**src/rtl/arrow_lane_renderer.sv**
```systemverilog
// arrow_lane_renderer: per-lane scrolling note queues with hit/miss judging,
// a saturating score, and a one-cycle registered pixel renderer that draws
// notes over the target-row frames over a white background.
module arrow_lane_renderer #(
  parameter int LANES      = 4,
  parameter int NOTES      = 4,
  parameter int ARROW_SIZE = 72,
  parameter int LANE_X0    = 146,
  parameter int LANE_PITCH = 92,
  parameter int TARGET_Y   = 36,
  parameter int SPAWN_Y    = 480,
  parameter int SPEED      = 4,
  parameter int WINDOW     = 12
) (
  input  logic             clk,
  input  logic             rst,
  input  logic [10:0]      pix_x,
  input  logic [10:0]      pix_y,
  input  logic             frame_start,
  input  logic             spawn_valid,
  input  logic [2:0]       spawn_lane,
  output logic             spawn_ready,
  input  logic [LANES-1:0] hit,
  output logic [LANES-1:0] hit_ok,
  output logic [LANES-1:0] miss,
  output logic [15:0]      score,
  output logic [9:0]       pix_r,
  output logic [9:0]       pix_g,
  output logic [9:0]       pix_b
);

  localparam int PW = $clog2(NOTES);
  localparam int CW = PW + 1;
  localparam logic [CW-1:0] FULL    = CW'(NOTES);
  localparam logic [10:0]   Y_SPAWN = 11'(SPAWN_Y);
  localparam logic [10:0]   Y_SPEED = 11'(SPEED);
  localparam logic [10:0]   Y_LO    = 11'(TARGET_Y - WINDOW);
  localparam logic [10:0]   Y_HI    = 11'(TARGET_Y + WINDOW);
  localparam logic [29:0]   WHITE   = {10'h3FF, 10'h3FF, 10'h3FF};
  localparam logic [29:0]   GRAY    = {10'h2A8, 10'h2A8, 10'h2A8};

  // Lane colour cycles red, blue, green, yellow
  function automatic logic [29:0] lane_colour(input int l);
    case (l % 4)
      0:       lane_colour = {10'h3FF, 10'h000, 10'h000};
      1:       lane_colour = {10'h000, 10'h000, 10'h3FF};
      2:       lane_colour = {10'h000, 10'h3FF, 10'h000};
      default: lane_colour = {10'h3FF, 10'h3FF, 10'h000};
    endcase
  endfunction

  logic [10:0]      note_y   [LANES][NOTES];
  logic [10:0]      note_y_d [LANES][NOTES];
  logic [PW-1:0]    head_q   [LANES];
  logic [PW-1:0]    head_d   [LANES];
  logic [PW-1:0]    tail_q   [LANES];
  logic [PW-1:0]    tail_d   [LANES];
  logic [CW-1:0]    count_q  [LANES];
  logic [CW-1:0]    count_d  [LANES];
  logic [NOTES-1:0] occupied [LANES];
  logic [LANES-1:0] hit_pop;
  logic [LANES-1:0] miss_pop;
  logic [3:0]       hit_total;
  logic [16:0]      score_sum;
  logic [15:0]      score_d;
  logic [29:0]      colour;

  // An entry is live when its distance from head (mod ring size) is below count
  always_comb begin
    logic [PW-1:0] offset;
    offset = '0;
    for (int l = 0; l < LANES; l++) begin
      for (int n = 0; n < NOTES; n++) begin
        offset = PW'(n) - head_q[l];
        occupied[l][n] = ({1'b0, offset} < count_q[l]);
      end
    end
  end

  // Spawn is allowed only for an in-range lane that is not already full
  always_comb begin
    spawn_ready = 1'b0;
    for (int l = 0; l < LANES; l++) begin
      if (int'(spawn_lane) == l) spawn_ready = (count_q[l] != FULL);
    end
  end

  // Per lane: judge hit on pre-scroll head, then miss on the post-scroll head, scroll, spawn
  always_comb begin
    logic [PW-1:0] hd;
    logic [CW-1:0] cnt;
    logic [10:0]   head_y;
    hd       = '0;
    cnt      = '0;
    head_y   = '0;
    hit_pop  = '0;
    miss_pop = '0;
    for (int l = 0; l < LANES; l++) begin
      hd     = head_q[l];
      cnt    = count_q[l];
      head_y = note_y[l][head_q[l]];
      hit_pop[l] = hit[l] && (cnt != '0) && (head_y >= Y_LO) && (head_y <= Y_HI);
      if (hit_pop[l]) begin
        hd  = hd + 1'b1;
        cnt = cnt - 1'b1;
      end
      miss_pop[l] = frame_start && (cnt != '0) && ((note_y[l][hd] - Y_SPEED) < Y_LO);
      if (miss_pop[l]) begin
        hd  = hd + 1'b1;
        cnt = cnt - 1'b1;
      end
      for (int n = 0; n < NOTES; n++) begin
        note_y_d[l][n] = note_y[l][n];
        if (frame_start && occupied[l][n]) note_y_d[l][n] = note_y[l][n] - Y_SPEED;
      end
      tail_d[l] = tail_q[l];
      if (spawn_valid && (int'(spawn_lane) == l) && (count_q[l] != FULL)) begin
        note_y_d[l][tail_q[l]] = Y_SPAWN;
        tail_d[l] = tail_q[l] + 1'b1;
        cnt = cnt + 1'b1;
      end
      head_d[l]  = hd;
      count_d[l] = cnt;
    end
  end

  // Several lanes can be hit in one cycle; the score saturates at all ones
  always_comb begin
    hit_total = '0;
    for (int l = 0; l < LANES; l++) hit_total = hit_total + 4'(hit_pop[l]);
    score_sum = {1'b0, score} + 17'(hit_total);
    score_d   = score_sum[16] ? 16'hFFFF : score_sum[15:0];
  end

  // Queue state, score and judgement pulses
  always_ff @(posedge clk or posedge rst) begin
    if (rst) begin
      for (int l = 0; l < LANES; l++) begin
        head_q[l]  <= '0;
        tail_q[l]  <= '0;
        count_q[l] <= '0;
        for (int n = 0; n < NOTES; n++) note_y[l][n] <= '0;
      end
      hit_ok <= '0;
      miss   <= '0;
      score  <= '0;
    end else begin
      for (int l = 0; l < LANES; l++) begin
        head_q[l]  <= head_d[l];
        tail_q[l]  <= tail_d[l];
        count_q[l] <= count_d[l];
        for (int n = 0; n < NOTES; n++) note_y[l][n] <= note_y_d[l][n];
      end
      hit_ok <= hit_pop;
      miss   <= miss_pop;
      score  <= score_d;
    end
  end

  // Pick the pixel colour: any live note, else a target frame outline, else background
  always_comb begin
    int          px;
    int          py;
    int          x0;
    logic        note_any;
    logic        frame_any;
    logic [29:0] note_col;
    px        = int'(pix_x);
    py        = int'(pix_y);
    x0        = 0;
    note_any  = 1'b0;
    frame_any = 1'b0;
    note_col  = WHITE;
    for (int l = LANES - 1; l >= 0; l--) begin
      x0 = LANE_X0 + l * LANE_PITCH;
      if (px >= x0 && px < x0 + ARROW_SIZE) begin
        for (int n = 0; n < NOTES; n++) begin
          if (occupied[l][n] && py >= int'(note_y[l][n]) &&
              py < int'(note_y[l][n]) + ARROW_SIZE) begin
            note_any = 1'b1;
            note_col = lane_colour(l);
          end
        end
        if (py >= TARGET_Y && py < TARGET_Y + ARROW_SIZE &&
            !(px >= x0 + 4 && px < x0 + ARROW_SIZE - 4 &&
              py >= TARGET_Y + 4 && py < TARGET_Y + ARROW_SIZE - 4))
          frame_any = 1'b1;
      end
    end
    if (note_any)       colour = note_col;
    else if (frame_any) colour = GRAY;
    else                colour = WHITE;
  end

  // One-cycle registered pixel output
  always_ff @(posedge clk or posedge rst) begin
    if (rst) {pix_r, pix_g, pix_b} <= '0;
    else     {pix_r, pix_g, pix_b} <= colour;
  end

endmodule

```
**config.mk**
```make
export PLATFORM = sky130hd
export DESIGN_NAME = arrow_lane_renderer
export DESIGN_NICKNAME = d
export VERILOG_FILES = /design/src/rtl/arrow_lane_renderer.sv
export SDC_FILE = /design/constraint.sdc
export NUM_CORES = 1
export LEC_CHECK = 0
export BUFFER_PORTS_ARGS = -buffer_cell sky130_fd_sc_hd__buf_4
export CAP_MARGIN = 30
export CELL_PAD_IN_SITES_DETAIL_PLACEMENT = 0
export CELL_PAD_IN_SITES_GLOBAL_PLACEMENT = 1
export CORE_UTILIZATION = 30
export DETAILED_ROUTE_END_ITERATION = 8
export PLACE_DENSITY_LB_ADDON = 0.1
export SLEW_MARGIN = 25
export SYNTH_ARGS = -nofsm -noshare
export SYNTH_HDL_FRONTEND = slang
export SYNTH_SLANG_ARGS = --single-unit
```
**constraint.sdc**
```tcl
create_clock -name clk -period 8.9 [get_ports clk]
set_input_delay 0.89 -clock clk [delete_from_list [all_inputs] [get_ports clk]]
set_output_delay 0.89 -clock clk [all_outputs]
set_load 0.01 [all_outputs]
```
== Word-level counts from Yosys, hierarchy flattened ==
Index checks and enable logic that the tools add are counted.

* Bitwise operators: 24
* Equality and inequality tests: 7
* Muxes and demuxes: 127
* Reductions and logical operators: 114
* $add $sub $neg: 80
* Magnitude comparators: 96

{| class="wikitable"
|+ Operators with widths
! cell !! count
|-
| 30-bit 2-to-1 mux || 20
|-
| 11-bit 2-to-1 mux || 36
|-
| 11-bit by 3-bit subtractor with 11-bit output (second input constant) || 20
|-
| 11-bit by 7-bit adder with 12-bit output (second input constant) || 16
|-
| 11-bit by 12-bit less-than comparator with 1-bit output || 16
|-
| 11-bit binary-select mux with 2-bit select || 8
|-
| 11-bit >= comparator || 16
|-
| 44-bit 2-to-1 mux || 4
|-
| 28-bit AND || 4
|-
| 28-bit inverter || 4
|-
| 1-bit logical AND || 101
|-
| 11-bit demux with 2-bit select || 4
|-
| 11-bit by 9-bit less-than comparator with 1-bit output (second input constant) || 6
|-
| 16-bit bitwise OR || 4
|-
| 2-bit by 3-bit less-than comparator with 1-bit output || 16
|-
| 11-bit by 5-bit >= comparator with 1-bit output (second input constant) || 4
|-
| 11-bit by 8-bit >= comparator with 1-bit output (second input constant) || 4
|-
| 11-bit by 9-bit >= comparator with 1-bit output (second input constant) || 4
|-
| 11-bit by 6-bit <= comparator with 1-bit output (second input constant) || 4
|-
| 11-bit by 5-bit less-than comparator with 1-bit output (second input constant) || 4
|-
| 3-bit >= comparator (second input constant) || 12
|-
| 3-bit 2-to-1 mux || 12
|-
| 2-bit inverter with 3-bit output || 12
|-
| 1-bit 2-to-1 mux || 32
|-
| 23 further kinds || 85
|}

* Register bits: 258
* Bits of input ports: 33
* Output and inout bits: 55
* Logic and storage cells: 482

== Depth between registers and ports, before layout ==
Gate-level depths: netlist of the first run.

* Depth in word-level cells: 25
* Depth in mapped cells: 22
* Depth with buffers taken out: 19

== Least setup slack after synthesis of the first run ==
No wires, ideal clock.

* Path kind: register to register
* Start point: register head_q[7] in the netlist's numbering
* End point: register score[10]
* Stages on the path, launching flop included: 21
* Required time: 8.832 ns
* Data arrival time: 4.387 ns
* Slack: 4.445 ns
* Path buffers: 3
* Library setup time: 0.068 ns
* Clock period less this slack: 4.455 ns
* Path through: dfrtp_1 buf_4 inv_2 mux4_2 a31o_1 o21ai_4 inv_2 buf_4 fa_1 fa_1 inv_1 fa_1 nor2_1 and3_1 and3_1 inv_1 nor2_1 nand3_1 or2_2 clkbuf_1 nand2_1

* Word-level cells in the longest chain between the ends: 12
* Elaborated cells on any way between the ends: 13
* Classes of those cells: add/sub: 4; order compare: 2; mux: 4; bitwise: 1; reduce/logical: 2

{| class="wikitable"
|+ Ends and longest elaborated chain
! element !! RTL line !! RTL
|-
| from (decl) || 54 || <nowiki>logic [PW-1:0] head_q [LANES];</nowiki>
|-
| from (signal, indexed assignment) || 149 || <nowiki>head_q[l] <= head_d[l];</nowiki>
|-
| 2-bit inverter with 3-bit output (not written as such) (*) || 101 || <nowiki>head_y = note_y[l][head_q[l]];</nowiki>
|-
| 11-bit binary-select mux with 2-bit select (*) || 101 ||
|-
| 11-bit 2-to-1 mux (not written as such) (*) (2 in a row) || 101 ||
|-
| 11-bit by 5-bit >= comparator with 1-bit output || 102 || <nowiki>hit_pop[l] = hit[l] && (cnt != '0) && (head_y >= Y_LO) && (head_y <= Y_HI);</nowiki>
|-
| 1-bit logical AND || 102 ||
|-
| 1-bit logical AND (*) || 102 ||
|-
| net hit_pop[0] || 61 || <nowiki>logic [LANES-1:0] hit_pop;</nowiki>
|-
| 1-bit by 1-bit adder with 2-bit output (*) || 130 || <nowiki>for (int l = 0; l < LANES; l++) hit_total = hit_total + 4'(hit_pop[l]);</nowiki>
|-
| 2-bit by 1-bit adder with 3-bit output (*) || 130 ||
|-
| 3-bit by 1-bit adder with 4-bit output (*) || 130 ||
|-
| 16-bit by 4-bit adder with 17-bit output (*) || 131 || <nowiki>score_sum = {1'b0, score} + 17'(hit_total);</nowiki>
|-
| 16-bit 2-to-1 mux (*) || 132 || <nowiki>score_d = score_sum[16] ? 16'hFFFF : score_sum[15:0];</nowiki>
|-
| net score_d[10] || 65 || <nowiki>logic [15:0] score_d;</nowiki>
|-
| to (signal assigned) || 156 || <nowiki>score <= score_d;</nowiki>
|-
| to (decl) || 26 || <nowiki>output logic [15:0] score,</nowiki>
|}

Mark *: on every way through the listed nets, which the timed path passes. The rest lies on a longest branch. The select of a mux whose other input is x is not followed.
A chain may end at the register's enable or synchronous reset.

== Final worst setup path of the first run ==
* Start point: register head_q[2] in the netlist's numbering
* End point: register score[5]

* Word-level cells in the longest chain between the ends: 11
* Elaborated cells on any way between the ends: 12
* Classes of those cells: add/sub: 3; order compare: 2; mux: 4; bitwise: 1; reduce/logical: 2

{| class="wikitable"
|+ Ends and longest elaborated chain
! element !! RTL line
|-
| 2-bit inverter with 3-bit output (not written as such) (*) || 101
|-
| 11-bit binary-select mux with 2-bit select (*) || 101
|-
| 11-bit 2-to-1 mux (not written as such) (*) (2 in a row) || 101
|-
| 11-bit by 5-bit >= comparator with 1-bit output || 102
|-
| 1-bit logical AND || 102
|-
| 1-bit logical AND (*) || 102
|-
| 2-bit by 1-bit adder with 3-bit output (*) || 130
|-
| 3-bit by 1-bit adder with 4-bit output (*) || 130
|-
| 16-bit by 4-bit adder with 17-bit output (*) || 131
|-
| 16-bit 2-to-1 mux (*) || 132
|-
| net score_d[5] || 65
|}

Marked as above.

==> results.md, run 1 <==
* Highest-delay cell along the critical path: dfrtp_1
* Post-CTS Hold Buffers at 0
* Synth area leaders: dfrtp_1 (24%), ha_1 (22%), xnor2_1 (8.6%)
* Synthesized Nets at 3296
* Switching share of power at 0.490
* Clock power share at 0.150
* Core area at 79100 um2
* Initial antenna violation count at 3
* First-pass GRT wire length at 123000 um
* Nets@finish at 3325
* RSZ-0062 raised after global routing: false
* Gpl congestion at 0.812
* Tmin final at 5.85 ns
* Worst path max stage delay at 0.89 ns
* Routed length per instance at 19.9 um
* Slew at the pin with the worst max-slew slack at 1.03 ns
* Data arrival, critical path at 6.32 ns
* Die height at 285 um
* Post_cts resized at 0
* Post-Route Setup TNS at 0 ns
* Final setup viols at 0
* Synth Flop Type: dfrtp_1
* Levels on crit path at 17
* Worst setup path end: score[5]
* Worst setup path start: head_q[2]
* Num CTS Buffers at 37
* Sw Pwr at 4.79 mW
* Worst-path clk slew at 0.06 ns
* Max VDD drop at 0.154 mV
* Sink Count at 234
* DR pass1 iterations at 5
* Die Area at 81200 um2
* Starting Density at 0.304
* P_int at 4.99 mW
* CP cell instances: inv_1 -> mux2i_1 -> and3_1 -> o31ai_4 -> inv_2 -> fa_1 -> fa_1 -> inv_1 -> fa_1 -> nor2_1 -> and3_1 -> and3_1 -> inv_1 -> nor2_1 -> nand3_1 -> or2_2 -> o21ai_0
* Ys async rst share at 1.00
* Post-Syn Area at 24000 um2
* Hold WC Path Type: in -> async
* Io pins at 88
* Commonest cells in the netlist: ha_1 (425), inv_1 (243), xnor2_1 (235)
* CTS tree: built
* Comb power frac at 0.617
* Critical path type: reg -> reg
* Register area share after synthesis at 0.244
* Worst-skew pair later-pin latency at 0.56 ns
* Final worst-path cycle share at 0.657
* FF-to-FF End: score[5]
* PwrDens at 365 nW/um2
* Syn_area_per_cell at 8.48 um2
* Number of antenna diodes at 0
* Post-CTS Repair Setup Buffers at 0
* Cell family with most CP delay: simple AND/OR/NAND/NOR gates
* Yosys reg bits at 234
* Final cell count without fillers at 3942
* Rows at 103
* Input/output buffers at 86
* Max Freq at 171 MHz
* H-tree depth at 2
* Layout Skew at 0.0206 ns
* First DRT Iteration DRCs at 1146
* Post-Syn Instances at 2835
* Post-synth top area share at 0.244
* Vias at 20500
* Worst-case clock buffer depth at 3
* EDFF count, synth at 0
* Worst R2R Path Depth at 17
* Hold Vio Cnt, Final at 0
* Leak at 11.9 nW
* Post-synth top area cell: dfrtp_1
* CP Capture Type: register
* R2R Path Start: head_q[2]
* Area grow syn2layout at 11.6%
* R2R Setup Slk at 3.05 ns
* Top-count cell post-synth: ha_1
* Share of layout cells above drive strength 1 at 0.0781
* Crit path required time at 9.37 ns
* Antenna Nets Post-Route at 0
* Sequential share of power at 0.233
* Placed insts at 3875
* CP max FO at 26
* Crit path buffers/inverters at 4
* Final Max Slew Viols at 0
* Total power draw at 9.77 mW
* Post-route DRC violation count at 0
* Post-detail-place hpwl at 58200 um
* Vias in the first global route at 20500
* Synth warn at 0
* Total Wirelength at 78500 um
* Pin count of the biggest net entering global routing at 139
* Die W at 285 um
* Rel. slew slack at 0.311
* Max Cap Violations at 0
* Post-layout util at 0.339
* Outcome: finished clean
* Root buffer cell: clkbuf_16
* GRT Residual Overflow at 0
* Startpoint Class: register
* Vias/cell at 5.20
* Yosys cell types at 90
* GRT Total Usage at 0.194
[power by group through the flow]
| stage | Sequential, mW | Clock, mW | Combinational [mW] |
|---|---|---|---|
| 4_1_cts | 2.28 | 1.52 | 6.08 |
| 3_5_place_dp | 2.29 | 0 | 6.03 |
| 5_1_grt | 2.37 | 1.56 | 6.93 |
| 3_3_place_gp | 2.28 | 0 | 5.93 |
| 6_report | 2.28 | 1.47 | 6.03 |
| 2_1_floorplan | 1.89 | 0 | 4.78 |
[cells in the final DEF, fill, tap and decap left out, types with 30 or more instances in the layout]
master	count
nor2_1	208
nor3_1	115
xnor2_1	235
nand4_1	44
or3_1	49
buf_4	104
and2_1	42
inv_1	242
nand2_1	216
mux2i_1	46
o21a_1	51
o21ai_0	156
clkbuf_16	37
nor4_1	30
dfrtp_1	234
a21oi_1	139
ha_1	425
nand3_1	94
[stage by stage]
stage / hold WS (ns) / cell area, um2 / setup WS [ns]
2_1_floorplan: 0.481 / 24000 / 1.59
5_1_grt: 0.490 / 26800 / 2.64
4_1_cts: 0.465 / 26800 / 3.02
3_3_place_gp: 0.513 / 25600 / 3.11
3_5_place_dp: 0.520 / 25600 / 3.03
6_report: 0.414 / 26800 / 3.05
[registers in the layout, summed over array words and instances (netlist names)]
| name | cells |
|---|---|
| note_y | 176 |
| head_q | 8 |
| miss | 4 |
| pix_r | 2 |
| hit_ok | 4 |
| pix_b | 2 |
| score | 16 |
| pix_g | 2 |
| count_q | 12 |
| tail_q | 8 |
[final cells by class]
| class | count | area [um2] |
|---|---|---|
| fill | 8354 | 52300 |
| multi-input combinational | 2232 | 16700 |
| sequential | 234 | 5860 |
| tap | 1050 | 1310 |
| clock buffer | 49 | 1010 |
| inverter | 252 | 953 |
| timing repair buffer | 107 | 817 |
| clock inverter | 18 | 199 |
[worst min-delay path by stage]
stage                     start          end  slack [ns]  depth (start not counted)
CTS                         rst  note_y[163]        0.46                          2
global route                rst  note_y[163]        0.49                          2
floorplan           note_y[110]  note_y[110]        0.48                          1
finish                      rst  note_y[163]        0.41                          2
detailed placement  note_y[144]  note_y[144]        0.52                          2
global placement      note_y[1]    note_y[1]        0.51                          2
[cell families (layout without fill, tap and decap cells)]
| group | count (synthesis) | in the layout | share of synthesized area |
|---|---|---|---|
| buf+inv | 369 | 426 | 0.0632 |
| compound gates | 572 | 572 | 0.154 |
| mux | 64 | 64 | 0.0328 |
| xor+xnor | 247 | 247 | 0.0900 |
| flops | 234 | 234 | 0.244 |
| simple gates | 917 | 917 | 0.190 |
| fa+ha+maj | 432 | 432 | 0.225 |
[layer usage]
| layer | GRT usage | wire, um |
|---|---|---|
| met5 | 0 | 0 |
| met4 | 0.0508 | 1850 |
| met3 | 0.0246 | 3280 |
| met2 | 0.313 | 35200 |
| met1 | 0.271 | 38100 |
Note: power is estimated with default switching activity, not from simulation.
==> inputs of run 2 (changes only) <==
--- a/config.mk
+++ b/config.mk
@@ -5,6 +5,7 @@
 export SDC_FILE = /design/constraint.sdc
 export NUM_CORES = 1
 export LEC_CHECK = 0
+export ABC_AREA = 1
 export BUFFER_PORTS_ARGS = -buffer_cell sky130_fd_sc_hd__buf_4
 export CAP_MARGIN = 30
 export CELL_PAD_IN_SITES_DETAIL_PLACEMENT = 0
==> constraint.sdc (replaced) <==
create_clock -name clk -period 6.1 [get_ports clk]
set_input_delay 0.61 -clock clk [delete_from_list [all_inputs] [get_ports clk]]
set_output_delay 0.61 -clock clk [all_outputs]
set_load 0.01 [all_outputs]
==> run 2 against run 1 <==
Effect of this change: fmax increased by 25%; power increased by 58%; critical endpoint is now score[14]; critical path type unchanged; clock power increased by 42%; sequential power increased by 44%; global-route usage decreased by 0.061 points; count of clock-buffer cells in the layout increased by 2; cell area increased by 3.6%.
==> results.md, run 2 <==
* Cell family with most CP delay: simple AND/OR/NAND/NOR gates (unchanged)
* Num CTS Buffers at 34 (was 37)
* Hold WC Path Type: reg -> reg (was in -> async)
* GRT Total Usage at 0.193 (was 0.194)
* Post-synth top area share at 0.235 (was 0.244)
* Crit path required time at 6.52 ns (was 9.37 ns)
* Tmin final at 4.67 ns (was 5.85 ns)
* Worst path max stage delay at 0.66 ns (was 0.89 ns)
* Max VDD drop at 0.212 mV (was 0.154 mV)
* Commonest cells after routing, fill and taps aside: nand2_1 (813), ha_1 (425), inv_1 (420) (was ha_1 (425), inv_1 (242), xnor2_1 (235))
* Largest regs: note_y x176, score x16, count_q x12 (unchanged)
* Routed length per instance at 17.3 um (was 19.9 um)
* Rows at 105 (was 103)
* Synth area leaders: dfrtp_1 (23%), ha_1 (21%), nand2_1 (12%) (was dfrtp_1 (24%), ha_1 (22%), xnor2_1 (8.6%))
* H-tree depth at 2 (unchanged)
* First-pass GRT wire length at 129000 um (was 123000 um)
* PwrDens at 556 nW/um2 (was 365 nW/um2)
* Share of layout cells above drive strength 1 at 0.0694 (was 0.0781)
* Post-route DRC violation count at 0 (unchanged)
* Register bank with the most flops: note_y (unchanged)
* Sink Count at 234 (unchanged)
* Ys async rst share at 1.00 (unchanged)
* Yosys reg bits at 234 (unchanged)
* Die Area at 84400 um2 (was 81200 um2)
* Max Freq at 214 MHz (was 171 MHz)
* Max Cap Violations at 0 (unchanged)
* Vias in the first global route at 22600 (was 20500)
* Setup ws final at 1.43 ns (was 3.05 ns)
* Fillers at 9100 (was 8354)
* R2R Setup Slk at 1.43 ns (was 3.05 ns)
* Post-synth top area cell: dfrtp_1 (unchanged)
* Register area share after synthesis at 0.235 (was 0.244)
* Worst-skew pair later-pin latency at 0.57 ns (was 0.56 ns)
* Root buffer cell: clkbuf_16 (unchanged)
* Synth warn at 0 (unchanged)
* Syn_area_per_cell at 7.11 um2 (was 8.48 um2)
* Yosys cell types at 64 (was 90)
* CP cell instances: inv_2 -> nor2_1 -> nand2_1 -> nand2_1 -> nor2_2 -> nor2_4 -> nand2_2 -> nand3_4 -> inv_1 -> fa_1 -> fa_1 -> inv_1 -> fa_1 -> inv_1 -> nand3_1 -> nor3b_1 -> nand3_1 -> nor2_1 -> nand4_1 -> o32a_1 (was inv_1 -> mux2i_1 -> and3_1 -> o31ai_4 -> inv_2 -> fa_1 -> fa_1 -> inv_1 -> fa_1 -> nor2_1 -> and3_1 -> and3_1 -> inv_1 -> nor2_1 -> nand3_1 -> or2_2 -> o21ai_0)
* Slew at the pin with the worst max-slew slack at 1.03 ns (about the same)
* Highest-delay cell along the critical path: dfrtp_1 (unchanged)
* Post-Syn Area at 25000 um2 (was 24000 um2)
* Commonest cells in the netlist: nand2_1 (813), ha_1 (425), inv_1 (421) (was ha_1 (425), inv_1 (243), xnor2_1 (235))
* Outcome: finished clean (unchanged)
* First DRT Iteration DRCs at 1102 (was 1146)
* Total Wirelength at 81000 um (was 78500 um)
* Worst hold margin at 0.472 ns (was 0.414 ns)
* Max FFs per register at 176 (unchanged)
* GRT Residual Overflow at 0 (unchanged)
* Final worst-path cycle share at 0.766 (was 0.657)
* Layout Skew at 0.0351 ns (was 0.0206 ns)
* Vias at 22600 (was 20500)
* Die height at 290 um (was 285 um)
* Synth Flop Type: dfrtp_1 (unchanged)
* Final Max Slew Viols at 0 (unchanged)
* Gpl congestion at 0.836 (was 0.812)
* Core area at 82200 um2 (was 79100 um2)
* Starting Density at 0.304 (about the same)
* Leak at 14.0 nW (was 11.9 nW)
* Post-CTS Repair Setup Buffers at 0 (unchanged)
* RSZ-0062 raised after global routing: false (unchanged)
* CTS tree: built (unchanged)
* Die W at 290 um (was 285 um)
* Commonest non-fill, non-tap cell in the layout: nand2_1 (was ha_1)
* Data arrival, critical path at 5.09 ns (was 6.32 ns)
* Antenna Nets Post-Route at 0 (unchanged)
* CP Capture Type: register (unchanged)
* Worst-path clk slew at 0.06 ns (about the same)
* DR pass1 iterations at 7 (was 5)
* Total power draw at 15.4 mW (was 9.77 mW)
* Crit path buffers/inverters at 4 (unchanged)
* Synthesized Nets at 3971 (was 3296)
* Vias/cell at 4.84 (was 5.20)
* Input/output buffers at 86 (unchanged)
* Hold Vio Cnt, Final at 0 (unchanged)
* EDFF count, synth at 0 (unchanged)
* Area grow syn2layout at 11.2% (was 11.6%)
* Io pins at 88 (unchanged)
* Number of antenna diodes at 0 (unchanged)
* Initial antenna violation count at 1 (was 3)
* Nets@finish at 4039 (was 3325)
* Post-detail-place hpwl at 60300 um (was 58200 um)
* CP max FO at 12 (was 26)
* Pin count of the biggest net entering global routing at 138 (was 139)
* Startpoint Class: register (unchanged)
* Rel. slew slack at 0.312 (was 0.311)
* Pre-CTS WS at 1.45 ns (was 3.03 ns)
* Post-Route Setup TNS at 0 ns (unchanged)
* Worst-case clock buffer depth at 3 (unchanged)
* Post-Syn Instances at 3510 (was 2835)
* Final setup viols at 0 (unchanged)
* Critical path type: reg -> reg (unchanged)
* Top-count cell post-synth: nand2_1 (was ha_1)
## run 2: cell types whose count changed after synthesis, sizes merged, moves of 111 or more
cell / change
nor2: +160
inv: +185
nand2: +633
xnor2: -217
xor2: +111
nand3: +208
## run 2: through the flow
step                area, um2  instances   util
detailed placement      26600       4611  0.324
global placement        26600       4610  0.323
floorplan               25000       3510      -
CTS                     27800       4672  0.338
global route            27800       4672  0.338
finish                  27800       4672  0.338
## run 2: timing repair
action / CTS / global route
endpoints found under the hold margin: 8 / 0
gates resized for setup: 0 / 0
hold buffers: 1 / 0
## run 2: worst paths after layout
kind                            startpoint          to  depth (start not counted)
min in group asynchronous              rst   note_y[8]                          3
max in group asynchronous              rst  note_y[53]                          4
worst max register to register   head_q[6]   score[14]                         20
worst min-delay path            note_y[21]  note_y[21]                          1
worst min register to register  note_y[21]  note_y[21]                          1
worst max-delay path             head_q[6]   score[14]                         20
## run 2: layout make-up
class	instances	area, um2	share of cell area
repair buffers	97	751	0.0270
multi-input cells	2764	17000	0.612
clock buffers	51	1030	0.0370
clock inverters	9	120	0.00433
flip-flops and latches	234	5860	0.211
well taps	1070	1340	0.0482
inverters	447	1680	0.0607
## run 2: kinds of logic (layout without fill, tap and decap cells)
kind of cell	Yosys count	count (layout)	synth area share
XOR/XNOR	141	141	0.0495
flip-flops	234	234	0.235
buffers and inverters	512	604	0.0850
AO/OA/AOI/OAI	487	487	0.112
AND/OR/NAND/NOR	1708	1708	0.303
adder cells (fa/ha/maj)	428	428	0.215
## run 2: per-layer routing
| metal | up-vias | wire [um] | global-route usage |
|---|---|---|---|
| met5 | - | 0 | 0 |
| met3 | 62 | 2580 | 0.0242 |
| li1 | 11800 | - | - |
| met1 | 10500 | 41300 | 0.274 |
| met2 | 259 | 36000 | 0.315 |
| met4 | 0 | 1210 | 0.0354 |
## run 2: where the power goes
| part | internal, mW | switching, mW | total, mW |
|---|---|---|---|
| registers | 2.27 | 1.02 | 3.29 |
| clock network | 1.29 | 0.805 | 2.09 |
| logic | 3.64 | 6.41 | 10.0 |
| total | 7.20 | 8.23 | 15.4 |
